`src/rtl/bus_src_arbiter_if.sv`:
```
// Request/grant bundle between the bus sources and the source arbiter.
// Sources drive out_req/bus_hold; the arbiter returns select, grant and status.
interface bus_src_arbiter_if #(
    parameter int NSRC  = 24,
    parameter int SEL_W = 5
);
    logic [NSRC-1:0]  out_req;
    logic             bus_hold;
    logic [SEL_W-1:0] bus_signal;
    logic             bus_valid;
    logic [NSRC-1:0]  grant;
    logic [4:0]       pend_cnt;
    logic             err_rsvd;

    modport master (
        output out_req,
        output bus_hold,
        input  bus_signal,
        input  bus_valid,
        input  grant,
        input  pend_cnt,
        input  err_rsvd
    );

    modport slave (
        input  out_req,
        input  bus_hold,
        output bus_signal,
        output bus_valid,
        output grant,
        output pend_cnt,
        output err_rsvd
    );
endinterface

```
`src/rtl/bus_src_arbiter.sv`:
```
// Pending-set bus source arbiter driving the 5-bit bus mux select.
// Define BUS_ARB_ROUND_ROBIN_EN for round-robin; default is lowest-index-wins.
module bus_src_arbiter #(
    parameter int NSRC      = 24,
    parameter int SEL_W     = 5,
    parameter int RSVD_CODE = 22
) (
    input  logic             clock,
    input  logic             clear,
    bus_src_arbiter_if.slave bus
);

`ifdef BUS_ARB_ROUND_ROBIN_EN
    localparam bit RR = 1'b1;
`else
    localparam bit RR = 1'b0;
`endif

    localparam logic [NSRC-1:0] ONE       = NSRC'(1);
    localparam logic [NSRC-1:0] RSVD_MASK = ONE << RSVD_CODE;

    logic [NSRC-1:0]  pend;
    logic [SEL_W-1:0] last;
    logic [SEL_W-1:0] sig_q;
    logic             valid_q;
    logic [NSRC-1:0]  grant_q;
    logic [4:0]       cnt_q;
    logic             err_q;

    logic [NSRC-1:0]  req_f;
    logic [NSRC-1:0]  cand;
    logic [NSRC-1:0]  pend_nxt;
    logic [SEL_W-1:0] win;
    logic             found;
    logic [SEL_W-1:0] sig_nxt;
    logic             valid_nxt;
    logic [NSRC-1:0]  grant_nxt;
    logic [SEL_W-1:0] last_nxt;
    logic [4:0]       cnt_nxt;
    int               start;
    int               idx;

    always_comb begin
        req_f = bus.out_req & ~RSVD_MASK;
        cand  = pend | req_f;
    end

    // Fixed priority always searches from code 0.
    always_comb begin
        start = 0;
        if (RR) begin
            start = int'(last) + 1;
            if (start >= NSRC) begin
                start = 0;
            end
        end
    end

    always_comb begin
        found = 1'b0;
        win   = '0;
        idx   = 0;
        for (int i = 0; i < NSRC; i++) begin
            idx = start + i;
            if (idx >= NSRC) begin
                idx = idx - NSRC;
            end
            if (!found && cand[idx]) begin
                found = 1'b1;
                win   = SEL_W'(idx);
            end
        end
    end

    // Idle keeps the select: the bus mux holds on its default.
    always_comb begin
        pend_nxt  = cand;
        sig_nxt   = sig_q;
        valid_nxt = valid_q;
        grant_nxt = grant_q;
        last_nxt  = last;
        if (!bus.bus_hold) begin
            if (found) begin
                sig_nxt   = win;
                valid_nxt = 1'b1;
                grant_nxt = ONE << win;
                last_nxt  = win;
                pend_nxt  = cand & ~(ONE << win);
            end else begin
                valid_nxt = 1'b0;
                grant_nxt = '0;
            end
        end
    end

    always_comb begin
        cnt_nxt = '0;
        for (int i = 0; i < NSRC; i++) begin
            cnt_nxt = cnt_nxt + {4'd0, pend_nxt[i]};
        end
    end

    always_ff @(posedge clock or negedge clear) begin
        if (!clear) begin
            pend    <= '0;
            last    <= SEL_W'(NSRC - 1);
            sig_q   <= '0;
            valid_q <= 1'b0;
            grant_q <= '0;
            cnt_q   <= '0;
            err_q   <= 1'b0;
        end else begin
            pend    <= pend_nxt;
            last    <= last_nxt;
            sig_q   <= sig_nxt;
            valid_q <= valid_nxt;
            grant_q <= grant_nxt;
            cnt_q   <= cnt_nxt;
            err_q   <= err_q | bus.out_req[RSVD_CODE];
        end
    end

    assign bus.bus_signal = sig_q;
    assign bus.bus_valid  = valid_q;
    assign bus.grant      = grant_q;
    assign bus.pend_cnt   = cnt_q;
    assign bus.err_rsvd   = err_q;

endmodule

```
`src/flat_wrapper.sv`:
```
// flat-port wrapper written by rule: the top's interface ports become plain ports
module bus_src_arbiter_flat 
#(
    parameter int NSRC      = 24,
    parameter int SEL_W     = 5,
    parameter int RSVD_CODE = 22
)
  (clock, clear, bus_out_req, bus_bus_hold, bus_bus_signal, bus_bus_valid, bus_grant, bus_pend_cnt, bus_err_rsvd);
  bus_src_arbiter_if #(.NSRC(NSRC), .SEL_W(SEL_W)) bus_i ();
  input  logic clock;
  input  logic clear;
  input wire logic [$bits(bus_i.out_req)-1:0] bus_out_req;
  input wire logic [$bits(bus_i.bus_hold)-1:0] bus_bus_hold;
  output wire logic [$bits(bus_i.bus_signal)-1:0] bus_bus_signal;
  output wire logic [$bits(bus_i.bus_valid)-1:0] bus_bus_valid;
  output wire logic [$bits(bus_i.grant)-1:0] bus_grant;
  output wire logic [$bits(bus_i.pend_cnt)-1:0] bus_pend_cnt;
  output wire logic [$bits(bus_i.err_rsvd)-1:0] bus_err_rsvd;
  assign bus_i.out_req = bus_out_req;
  assign bus_i.bus_hold = bus_bus_hold;
  assign bus_bus_signal = bus_i.bus_signal;
  assign bus_bus_valid = bus_i.bus_valid;
  assign bus_grant = bus_i.grant;
  assign bus_pend_cnt = bus_i.pend_cnt;
  assign bus_err_rsvd = bus_i.err_rsvd;
  bus_src_arbiter #(.NSRC(NSRC), .SEL_W(SEL_W), .RSVD_CODE(RSVD_CODE)) u_core (.clock(clock), .clear(clear), .bus(bus_i));
endmodule
```
`config.mk`:
```
export PLATFORM = sky130hd
export DESIGN_NAME = bus_src_arbiter_flat
export DESIGN_NICKNAME = d
export VERILOG_FILES = /design/src/rtl/bus_src_arbiter_if.sv /design/src/rtl/bus_src_arbiter.sv /design/src/flat_wrapper.sv
export SDC_FILE = /design/constraint.sdc
export NUM_CORES = 1
export LEC_CHECK = 0
export BUFFER_PORTS_ARGS = -buffer_cell sky130_fd_sc_hd__buf_2
export CAP_MARGIN = 20
export CORE_ASPECT_RATIO = 1.2
export CORE_MARGIN = 1
export CORE_UTILIZATION = 50
export CTS_CLUSTER_DIAMETER = 50
export DETAILED_ROUTE_END_ITERATION = 10
export MAX_ROUTING_LAYER = met4
export PLACE_DENSITY = 0.83
export RECOVER_POWER = 100
export SLEW_MARGIN = 25
export SYNTH_ARGS = -nofsm -noshare
export SYNTH_HDL_FRONTEND = slang
export SYNTH_SLANG_ARGS = --single-unit
export TNS_END_PERCENT = 1
```
`constraint.sdc`:
```
create_clock -name clock -period 7.1 [get_ports clock]
set_input_delay 0.355 -clock clock [delete_from_list [all_inputs] [get_ports clock]]
set_output_delay 0.355 -clock clock [all_outputs]
set_load 0.03 [all_outputs]
```
==> impl_metrics.py <==
metrics = {
    "run_status": {
        "outcome": "complete, but fails checks",
        "violations": "max-capacitance violations, max-slew violations",
    },
    "yosys": {
        "synth.area.top_cells": "dfrtp_1, fa_1, ha_1",
        "syn_area_sq_um": 3310,
        "synth_top_area_cell": "dfrtp_1",
        "synth-async-reset-ratio": 1.00,
        "ys_ff_latch": 60,
        "syn_area_per_cell_sq_um": 11.0,
        "synth_top_area_frac": 0.453,
        "syn_nets": 354,
        "synth_ff_type": "dfrtp_1",
        "synth_most_common_cell": "dfrtp_1",
        "seq_area_frac_synth": 0.453,
        "synth_edf_count": 0,
        "synthCells": 300,
        "yosys_warnings": 0,
        "yosys.cell_types.count": 57,
        "synth_common_cells": "dfrtp_1, nor2_1, nand2_1, inv_1, fa_1",
    },
    "global_routing": {
        "grt_usage": 0.276,
        "grt_pass1_wl_microns": 14100,
        "top_usage_layer": "met2",
        "grt_pass1_vias": 2913,
        "antenna_found_initial": 0,
        "grt_use_met2": 0.450,
        "grt_max_degree": 61,
        "use_met3": 0.0794,
        "met1_usage": 0.316,
        "grt_overflow_total": 0,
    },
    "finish": {
        "post-route-util": 0.607,
        "seq_area_sq_um": 1500,
        "instances_no_fill": 469,
        "nNetsFinal": 433,
        "layout-drive-gt1-share": 0.182,
        "antennaDiodeCount": 0,
        "multi_input_area_sq_um": 1680,
        "area_growth_pct": 17.4,
        "fillerInstances": 572,
    },
    "timing": {
        "max-slew-margin-rel": -1.11,
        "hold_slack_ns": 0.193,
        "skew_ns": 0.00780,
        "fin_setup_tns_ns": 0,
        "finalCritPeriodShare": 0.965,
        "worstMarginPinSlew_ns": 3.16,
        "max_freq_ghz": 0.146,
        "rsz0062_at_grt": "false",
        "final-hold-violation-count": 0,
        "timing.final.crit_period_ns": 6.85,
        "slew_violations": 61,
        "finalSetupViolations": 0,
    },
    "route": {
        "num_vias": 2767,
        "dr.pass1.iters": 5,
        "wl_per_cell_microns": 17.9,
        "drtIter0Drc": 219,
        "ant_nets": 0,
        "wl_microns": 8380,
        "drc": 0,
        "viasPerCell": 5.90,
    },
    "clocking": {
        "hold_buffers": 0,
        "postCtsSetupRepairBufs": 0,
        "cts-buffers-inserted": 9,
        "htree_levels": 3,
        "path_clk_slew_ns": 0.07,
        "cts_resized": 0,
        "clock_latency_ns": 0.35,
        "ctsRootBufferMaster": "clkbuf_8",
        "cts_tree": "yes",
        "clockBufferDepth": 2,
        "clock_sinks": 60,
    },
    "power_and_ir_drop": {
        "power_density_nw_per_um2": 215,
        "vdd_drop_max_mv": 0.208,
        "p_total_mw": 0.837,
        "p_leak_nw": 1.65,
    },
    "die": {
        "start_util": 0.517,
        "die_h_microns": 91.2,
        "chipWidth_microns": 76.3,
        "core_area_sq_um": 6410,
        "die_area_sq_um": 6950,
        "ios": 63,
        "rows": 32,
    },
    "setup_path": {
        "cp-start-kind": "register",
        "end_kind": "register",
        "arrival_ns": 7.09,
        "cp.required_ns": 7.33,
        "worstSetupPathType": "reg -> reg",
        "crit_fanout": 7,
    },
    "min_path": {
        "hp-class": "in -> reg",
    },
    "placed_design": {
        "gp_congestion": 0.905,
        "hpwl_microns": 6300,
        "io_buffers": 62,
        "placedCellCount": 453,
    },
    "job": {
        "cap_violations": 1,
    },
}
[report_power, final]
group,switching (mW),leakage [nW],internal (mW)
Sequential,0.00732,0.694,0.361
Clock,0.129,0.0844,0.135
Combinational,0.126,0.870,0.0779
Total,0.263,1.65,0.575
[registers in the layout, summed over array words and instances, names as in the netlist]
register / count
u_core.bus.pend_cnt: 5
u_core.bus.grant: 24
u_core.pend: 24
u_core.bus.err_rsvd: 1
u_core.bus.bus_signal: 5
u_core.bus.bus_valid: 1
[stage by stage]
step	setup slack, ns	instance area, sq um
floorplan	0.404	3310
global placement	0.194	3790
detailed placement	0.0851	3790
CTS	0.206	3950
global route	0.0148	3890
finish	0.246	3890
[layout by cell type, fill, tap and decap left out, types with 3 or more instances in the layout]
master / instances
dfrtp_1: 60
clkbuf_1: 45
nor2_1: 30
buf_2: 26
nand2_1: 23
inv_1: 20
fa_1: 17
a21oi_1: 14
o21ai_0: 13
ha_1: 10
clkbuf_8: 10
buf_4: 10
a22o_1: 9
a31oi_1: 8
a21o_1: 7
nor4_1: 6
or4_1: 5
nor3_1: 5
o31ai_1: 4
nor2b_1: 4
a32o_1: 4
nor4_2: 3
or4_4: 3
o22a_1: 3
o22ai_1: 3
xnor2_1: 3
[final timing paths]
check | startpoint | cells after the start | slack, ns | end
max | u_core.pend[5] | 22 | 0.25 | u_core.bus.pend_cnt[4]
min | bus_out_req[22] | 2 | 0.19 | u_core.bus.err_rsvd
max reg2reg | u_core.pend[5] | 22 | 0.25 | u_core.bus.pend_cnt[4]
min reg2reg | u_core.bus.err_rsvd | 1 | 0.48 | u_core.bus.err_rsvd
max in group asynchronous | clear | 2 | 4.16 | u_core.bus.pend_cnt[0]
min in group asynchronous | clear | 2 | 1.15 | u_core.bus.grant[0]
[worst max-delay path, stage by stage, from the launching register on]
cell and delay (ns):
dfrtp_1 0.37, or4_1 0.61, nand4b_4 0.27, nand2b_4 0.22
or4_4 0.45, nand2b_2 0.10, a21oi_1 0.11, fa_1 0.45
ha_1 0.33, fa_1 0.53, inv_1 0.05, fa_1 0.54
inv_1 0.06, fa_1 0.53, fa_1 0.43, fa_1 0.49
inv_1 0.05, fa_1 0.39, fa_1 0.41, inv_1 0.07
a21o_1 0.10, a21oi_1 0.07, xnor2_1 0.12
[cell type report]
class / instances / area share
well taps: 85 / 0.0274
flip-flops and latches: 60 / 0.386
clock buffers: 14 / 0.0393
inverters: 20 / 0.0193
clock inverters: 2 / 0.00257
repair buffers: 78 / 0.0943
multi-input cells: 210 / 0.431
[layer usage]
metal  routed length, microns  up-vias  share of wire
met2                     4250      147           0.51
met5                        0        -              0
li1                         -     1243              -
met4                      285        0          0.034
met3                      635       27          0.076
met1                     3200     1350           0.38
[logic make-up after synthesis]
family,share of synthesized area
fa+ha+maj,0.141
simple gates,0.177
mux,0.0102
buf+inv,0.0408
xor+xnor,0.00793
compound gates,0.170
flops,0.453
No activity file was read; power rests on OpenSTA's default activity.
